### config.mk
export PLATFORM = sky130hd
export DESIGN_NAME = mux_scan_seq
export DESIGN_NICKNAME = d
export VERILOG_FILES = /design/src/rtl/mux_scan_pkg.sv /design/src/rtl/mux_next_sel.sv /design/src/rtl/mux_scan_seq.sv
export SDC_FILE = /design/constraint.sdc
export NUM_CORES = 1
export LEC_CHECK = 0
export CAP_MARGIN = 20
export CORE_UTILIZATION = 48
export CTS_CLUSTER_SIZE = 20
export DETAILED_ROUTE_END_ITERATION = 7
export HOLD_SLACK_MARGIN = 0.06
export PLACE_DENSITY = 0.82
export SETUP_SLACK_MARGIN = 0.5
export SLEW_MARGIN = 10
export SYNTH_ARGS = -nofsm -noshare
export SYNTH_HDL_FRONTEND = slang
export SYNTH_SLANG_ARGS = --single-unit
### constraint.sdc
create_clock -name clk_i -period 2.2 [get_ports clk_i]
set_input_delay 0.33 -clock clk_i [delete_from_list [all_inputs] [get_ports clk_i]]
set_output_delay 0.33 -clock clk_i [all_outputs]
set_load 0.01 [all_outputs]
### src/rtl/mux_scan_pkg.sv
// Shared definitions for the mux_scan_seq block: auto-scan FSM state encoding,
// mode constants and small constant-function helpers for derived widths.
package mux_scan_pkg;

    // Auto-scan FSM state, kept as plain constants for legacy tool compatibility.
    typedef logic [0:0] state_t;
    localparam state_t IDLE = 1'b0;
    localparam state_t SCAN = 1'b1;

    localparam logic MODE_MANUAL = 1'b0;
    localparam logic MODE_AUTO   = 1'b1;

    // Ceiling log2; clog2(1) = 0.
    function automatic int unsigned clog2(input int unsigned value);
        int unsigned r;
        r = 0;
        for (int unsigned i = 0; i < 32; i++) begin
            if ((64'd1 << i) < 64'(value)) r = i + 1;
        end
        return r;
    endfunction

    // Clamp a derived width to at least one bit.
    function automatic int unsigned max1(input int unsigned value);
        return (value < 1) ? 1 : value;
    endfunction

endpackage

### src/rtl/mux_next_sel.sv
// Circular priority finder: returns the first set mask bit strictly after
// idx_i, searching idx_i+1, idx_i+2, ... modulo CHANNELS (idx_i itself is
// checked last). Passing idx_i = CHANNELS-1 yields the lowest set bit.
//   mask_i    : channel enable mask
//   idx_i     : current channel index
//   next_o    : next enabled index (idx_i when nothing is found)
//   found_o   : at least one mask bit is set
//   wrapped_o : next index is lower than or equal to idx_i
module mux_next_sel #(
    parameter int unsigned CHANNELS = 4,
    parameter int unsigned SELW     = 2
) (
    input  logic [CHANNELS-1:0] mask_i,
    input  logic [SELW-1:0]     idx_i,
    output logic [SELW-1:0]     next_o,
    output logic                found_o,
    output logic                wrapped_o
);

    logic [SELW-1:0] cand;

    always_comb begin
        next_o  = idx_i;
        found_o = 1'b0;
        cand    = '0;
        // Walk farthest-first so the nearest hit is the last assignment.
        for (int k = CHANNELS; k >= 1; k--) begin
            cand = SELW'((int'(idx_i) + k) % CHANNELS);
            if (mask_i[cand]) begin
                next_o  = cand;
                found_o = 1'b1;
            end
        end
        wrapped_o = found_o && (next_o <= idx_i);
    end

endmodule

### src/rtl/mux_scan_seq.sv
// N-channel, W-bit registered multiplexer with manual select and an auto-scan
// sequencer that dwells DWELL enabled cycles on each enabled channel.
//   clk_i        : clock, all state on rising edge
//   rst_i        : synchronous active-high reset
//   en_i         : advance/sample enable
//   mode_i       : 0 = manual (sel_i), 1 = auto scan
//   sel_i        : manual channel select
//   ch_mask_i    : auto-scan channel enables
//   din_i        : packed channel data, channel i at [i*WIDTH +: WIDTH]
//   dout_o       : registered selected data
//   dout_valid_o : dout_o/dout_ch_o hold a legal sample
//   dout_ch_o    : channel index of dout_o
//   wrap_o       : one-cycle pulse when the auto pointer wraps
module mux_scan_seq
    import mux_scan_pkg::*;
#(
    parameter int unsigned  WIDTH    = 1,
    parameter int unsigned  CHANNELS = 4,
    parameter int unsigned  DWELL    = 1,
    localparam int unsigned SELW     = max1(clog2(CHANNELS)),
    localparam int unsigned DCW      = max1(clog2(DWELL))
) (
    input  logic                      clk_i,
    input  logic                      rst_i,
    input  logic                      en_i,
    input  logic                      mode_i,
    input  logic [SELW-1:0]           sel_i,
    input  logic [CHANNELS-1:0]       ch_mask_i,
    input  logic [CHANNELS*WIDTH-1:0] din_i,
    output logic [WIDTH-1:0]          dout_o,
    output logic                      dout_valid_o,
    output logic [SELW-1:0]           dout_ch_o,
    output logic                      wrap_o
);

    logic [WIDTH-1:0] ch_data [CHANNELS];

    for (genvar i = 0; i < CHANNELS; i++) begin : g_unpack
        assign ch_data[i] = din_i[i*WIDTH +: WIDTH];
    end

    state_t           state_q, state_d;
    logic [SELW-1:0]  ptr_q, ptr_d;
    logic [DCW-1:0]   dcnt_q, dcnt_d;
    logic [WIDTH-1:0] dout_q, dout_d;
    logic             valid_q, valid_d;
    logic [SELW-1:0]  ch_q, ch_d;
    logic             wrap_q, wrap_d;

    // One finder serves both searches: from CHANNELS-1 in IDLE (lowest set
    // bit) and from the current pointer in SCAN.
    logic [SELW-1:0] search_idx, next_idx;
    logic            next_found, next_wrapped;

    assign search_idx = (state_q == SCAN) ? ptr_q : SELW'(CHANNELS - 1);

    mux_next_sel #(
        .CHANNELS (CHANNELS),
        .SELW     (SELW)
    ) u_next_sel (
        .mask_i    (ch_mask_i),
        .idx_i     (search_idx),
        .next_o    (next_idx),
        .found_o   (next_found),
        .wrapped_o (next_wrapped)
    );

    always_comb begin
        state_d = state_q;
        ptr_d   = ptr_q;
        dcnt_d  = dcnt_q;
        dout_d  = dout_q;
        ch_d    = ch_q;
        valid_d = 1'b0;
        wrap_d  = 1'b0;

        if (mode_i == MODE_MANUAL) begin
            // Leaving auto mode always restarts the scan from IDLE.
            state_d = IDLE;
        end

        if (!en_i) begin
            // Hold data and pointer; valid/wrap already cleared.
        end else if (mode_i == MODE_MANUAL) begin
            ch_d = sel_i;
            if (int'(sel_i) < CHANNELS) begin
                dout_d  = ch_data[sel_i];
                valid_d = 1'b1;
            end else begin
                dout_d = '0;
            end
        end else begin
            unique case (state_q)
                IDLE: begin
                    if (next_found) begin
                        ptr_d   = next_idx;
                        dcnt_d  = '0;
                        state_d = SCAN;
                    end
                end
                SCAN: begin
                    if (ch_mask_i == '0) begin
                        state_d = IDLE;
                    end else if (!ch_mask_i[ptr_q]) begin
                        // Current channel disabled mid-dwell: skip without sampling.
                        ptr_d  = next_idx;
                        dcnt_d = '0;
                        wrap_d = next_wrapped;
                    end else begin
                        dout_d  = ch_data[ptr_q];
                        ch_d    = ptr_q;
                        valid_d = 1'b1;
                        if (dcnt_q == DCW'(DWELL - 1)) begin
                            dcnt_d = '0;
                            ptr_d  = next_idx;
                            wrap_d = next_wrapped;
                        end else begin
                            dcnt_d = dcnt_q + DCW'(1);
                        end
                    end
                end
                default: state_d = IDLE;
            endcase
        end
    end

    always_ff @(posedge clk_i) begin
        if (rst_i) begin
            state_q <= IDLE;
            ptr_q   <= '0;
            dcnt_q  <= '0;
            dout_q  <= '0;
            valid_q <= 1'b0;
            ch_q    <= '0;
            wrap_q  <= 1'b0;
        end else begin
            state_q <= state_d;
            ptr_q   <= ptr_d;
            dcnt_q  <= dcnt_d;
            dout_q  <= dout_d;
            valid_q <= valid_d;
            ch_q    <= ch_d;
            wrap_q  <= wrap_d;
        end
    end

    assign dout_o       = dout_q;
    assign dout_valid_o = valid_q;
    assign dout_ch_o    = ch_q;
    assign wrap_o       = wrap_q;

endmodule
==> impl_metrics.env, run 1 <==
export IMPL_place_inst=126
export IMPL_yosys_area_top_type_share_pct=20.9
export IMPL_synth_flop_cell="dfxtp_1"
export IMPL_rr_worst_depth=9
export IMPL_cp_start_kind="flip-flop"
export IMPL_layout_nets=140
export IMPL_status="complete, no violations"
export IMPL_crit_chain="buf_6 > buf_6 > o21ai_0 > a21oi_2 > a2111oi_4 > ha_1 > buf_4 > a21oi_2 > nor3_1"
export IMPL_wl_um=2590
export IMPL_worstSetupEndpointType="flip-flop"
export IMPL_worstMarginPinSlew_ns=0.324
export IMPL_synth_area_per_cell_um2=9.45
export IMPL_coreArea_mm2=0.00151
export IMPL_grt_pass1_vias=928
export IMPL_crit_family="compound AO/OA/AOI/OAI gates"
export IMPL_io_pins=19
export IMPL_grt_antenna_before_repair=0
export IMPL_synth_nets=97
export IMPL_drtIter0Drc=26
export IMPL_dpl_hpwl_um=1520
export IMPL_io_buffers=18
export IMPL_grt_use_total_pct=31.5
export IMPL_ant_nets=0
export IMPL_syn2layout_area_growth_pct=62.6
export IMPL_fillCellCount=94
export IMPL_cp_depth=9
export IMPL_dieArea_mm2=0.00176
export IMPL_max_freq_mhz=486
export IMPL_synth_warning_count=0
export IMPL_first_pass_iters=4
export IMPL_async_flop_share_pct=0
export IMPL_ir_worst_vdd_uv=203
export IMPL_pre_cts_slack_ns=-0.188
export IMPL_initial_utilization_pct=50.8
export IMPL_cellPowerDensity_mw_per_mm2=389
export IMPL_fin_skew_ns=0.000987
export IMPL_ctsLongestPathBuffers=2
export IMPL_swShare_pct=32.1
export IMPL_gp_congestion=0.764
export IMPL_clk_insertion_delay_late_ns=0.26
export IMPL_synth_seq_cells=8
export IMPL_p_seq_share_pct=32.5
export IMPL_num_rows=14
export IMPL_setup_viol=0
export IMPL_num_antenna_cells=0
export IMPL_grt_ovfl_total=0
export IMPL_required_ns=2.35
export IMPL_leakagePower_uw=0.000505
export IMPL_drc=0
export IMPL_final_cell_count_no_fill=138
export IMPL_dieHeight_um=41.9
export IMPL_yosysSeqAreaShare_pct=20.9
export IMPL_slew_violations=0
export IMPL_drive_gt1_share_pct=50.0
export IMPL_post_synth_top_count_cell="dfxtp_1"
export IMPL_slew_limit_headroom_pct=77.8
export IMPL_p_comb_share_pct=42.9
export IMPL_hold_violations=0
export IMPL_cap_viol_max_count=0
export IMPL_wl_per_cell_um=18.8
export IMPL_grt_start_max_net_pins=8
export IMPL_slowest_delay_ns=0.37
export IMPL_internal_power_uw=329
export IMPL_die_x_um=41.9
export IMPL_cts_max_level=1
export IMPL_holdBufCountCts=0
export IMPL_syn_area_um2=766
export IMPL_final_min_clock_period_ns=2.06
export IMPL_worst_path_buf_inv=3
export IMPL_yosys_area_top_type="dfxtp_1"
export IMPL_crit_fanout=7
export IMPL_clk_pin_slew_ns=0.06
export IMPL_p_clk_share_pct=24.6
export IMPL_net_switching_power_uw=156
export IMPL_rsz0062_at_grt="true"
export IMPL_netlist_instances=81
export IMPL_hp_class="reg -> reg"
export IMPL_ys_types=40
export IMPL_numCtsBuffers=3
export IMPL_crit_path_top_delay_cell="dfxtp_4"
export IMPL_tns_ns=0
export IMPL_cts_tree="yes"
export IMPL_hold_depth=1
export IMPL_clock_sinks=8
export IMPL_fin_ws_ns=0.143
export IMPL_grt_pass1_wl_um=4200
export IMPL_synth_area_top_cells="dfxtp_1 21%, mux4_4 6.5%, mux2i_1 5.2%, mux4_1 3.4%, a31o_1 3.4%"
export IMPL_clock_root_buffer="clkbuf_4"
export IMPL_worstPathArrival_ns=2.21
export IMPL_vias_per_cell=6.00
export IMPL_synth_edf_count=0
export IMPL_num_vias=828
export IMPL_critPathKind="reg -> reg"
export IMPL_synth_common_cells="8 x dfxtp_1, 5 x nand2_1, 5 x nor2_1"
export IMPL_min_period_over_period_pct=93.5
## final cells by class
type	count	area, um^2	area share (%)
clock buffer	3	22.5	1.81
inverter	4	15.0	1.21
multi-input combinational	63	627	50.4
sequential	8	171	13.8
tap	16	20.0	1.61
timing repair buffer	44	389	31.3
## layer usage
metal / up-vias / GRT usage, % / share of wire, %
met5: - / 0 / 0
met2: 23 / 57.2 / 52
li1: 391 / - / -
met1: 408 / 37.0 / 43
met3: 6 / 4.35 / 2.7
met4: 0 / 12.3 / 2.1
## sequential cells by signal (all words and copies together) (netlist names)
signal,flops
wrap_o,1
dout_o,1
ptr_q,2
dout_valid_o,1
dout_ch_o,2
state_q,1
## kinds of logic after synthesis
kind of cell	count (synthesis)	synth area share [%]
and+or+nand+nor	30	24.2
AOI/OAI and AO/OA	21	23.4
buffers and inverters	10	8.99
muxes	9	18.1
DFF	8	20.9
adders and majority gates	2	3.27
xor gates and xnor gates	1	1.14
## metrics by stage
step | cell area (um^2) | total power [uW] | hold slack (ns) | utilization, %
floorplan | 776 | 250 | 0.402 | -
global placement | 1050 | 316 | 0.461 | 69.7
detailed placement | 1050 | 323 | 0.467 | 69.7
CTS | 1200 | 451 | 0.477 | 79.7
global route | 1240 | 502 | 0.495 | 82.6
finish | 1240 | 484 | 0.475 | 82.6
## path summary, 6_finish.rpt
check | end | startpoint | slack [ns]
setup / recovery | wrap_o | ptr_q[1] | 0.14
hold / removal | dout_o | dout_o | 0.47
setup reg to reg | wrap_o | ptr_q[1] | 0.14
hold reg to reg | dout_o | dout_o | 0.47
## layout by cell type (no fill, tap or decap), types with 2 or more instances in the layout
| master | netlist | routed |
|---|---|---|
| buf_4 | 1 | 21 |
| a31o_1 | 3 | 3 |
| clkbuf_4 | 0 | 3 |
| o21ai_0 | 4 | 2 |
| dfxtp_1 | 8 | 5 |
| a21oi_2 | 0 | 3 |
| mux4_4 | 2 | 2 |
| nor2b_1 | 3 | 2 |
| ha_1 | 2 | 2 |
| nor3_2 | 0 | 3 |
| dfxtp_4 | 0 | 3 |
| clkdlybuf4s50_1 | 0 | 14 |
| nor3b_2 | 0 | 2 |
| buf_6 | 2 | 5 |
| nor2_1 | 5 | 5 |
| inv_1 | 4 | 4 |
| mux2i_1 | 4 | 3 |
| dlygate4sd2_1 | 0 | 4 |
| nand2_1 | 5 | 5 |
| a221oi_2 | 1 | 2 |
## what timing repair did
action | CTS | global route
pin swaps | 12 | 10
endpoints found under the setup margin | 7 | 7
buffers inserted | 8 | 1
resized for setup | 25 | 10
## power by group through the flow
stage | logic, uW | registers (uW) | clock network (uW)
6_report | 208 | 157 | 119
2_1_floorplan | 90.0 | 160 | 0
3_3_place_gp | 154 | 162 | 0
4_1_cts | 184 | 157 | 110
5_1_grt | 219 | 158 | 125
3_5_place_dp | 160 | 163 | 0
Power figures use the tool's default switching activity.
==> run 2: changes to the inputs <==
--- a/config.mk
+++ b/config.mk
@@ -12,7 +12,7 @@
 export HOLD_SLACK_MARGIN = 0.06
 export PLACE_DENSITY = 0.82
 export SETUP_SLACK_MARGIN = 0.5
-export SLEW_MARGIN = 10
+export SLEW_MARGIN = 20
 export SYNTH_ARGS = -nofsm -noshare
 export SYNTH_HDL_FRONTEND = slang
 export SYNTH_SLANG_ARGS = --single-unit
==> results of run 2 <==
No change in the layout: final DEF, timing and power equal those of run 1.
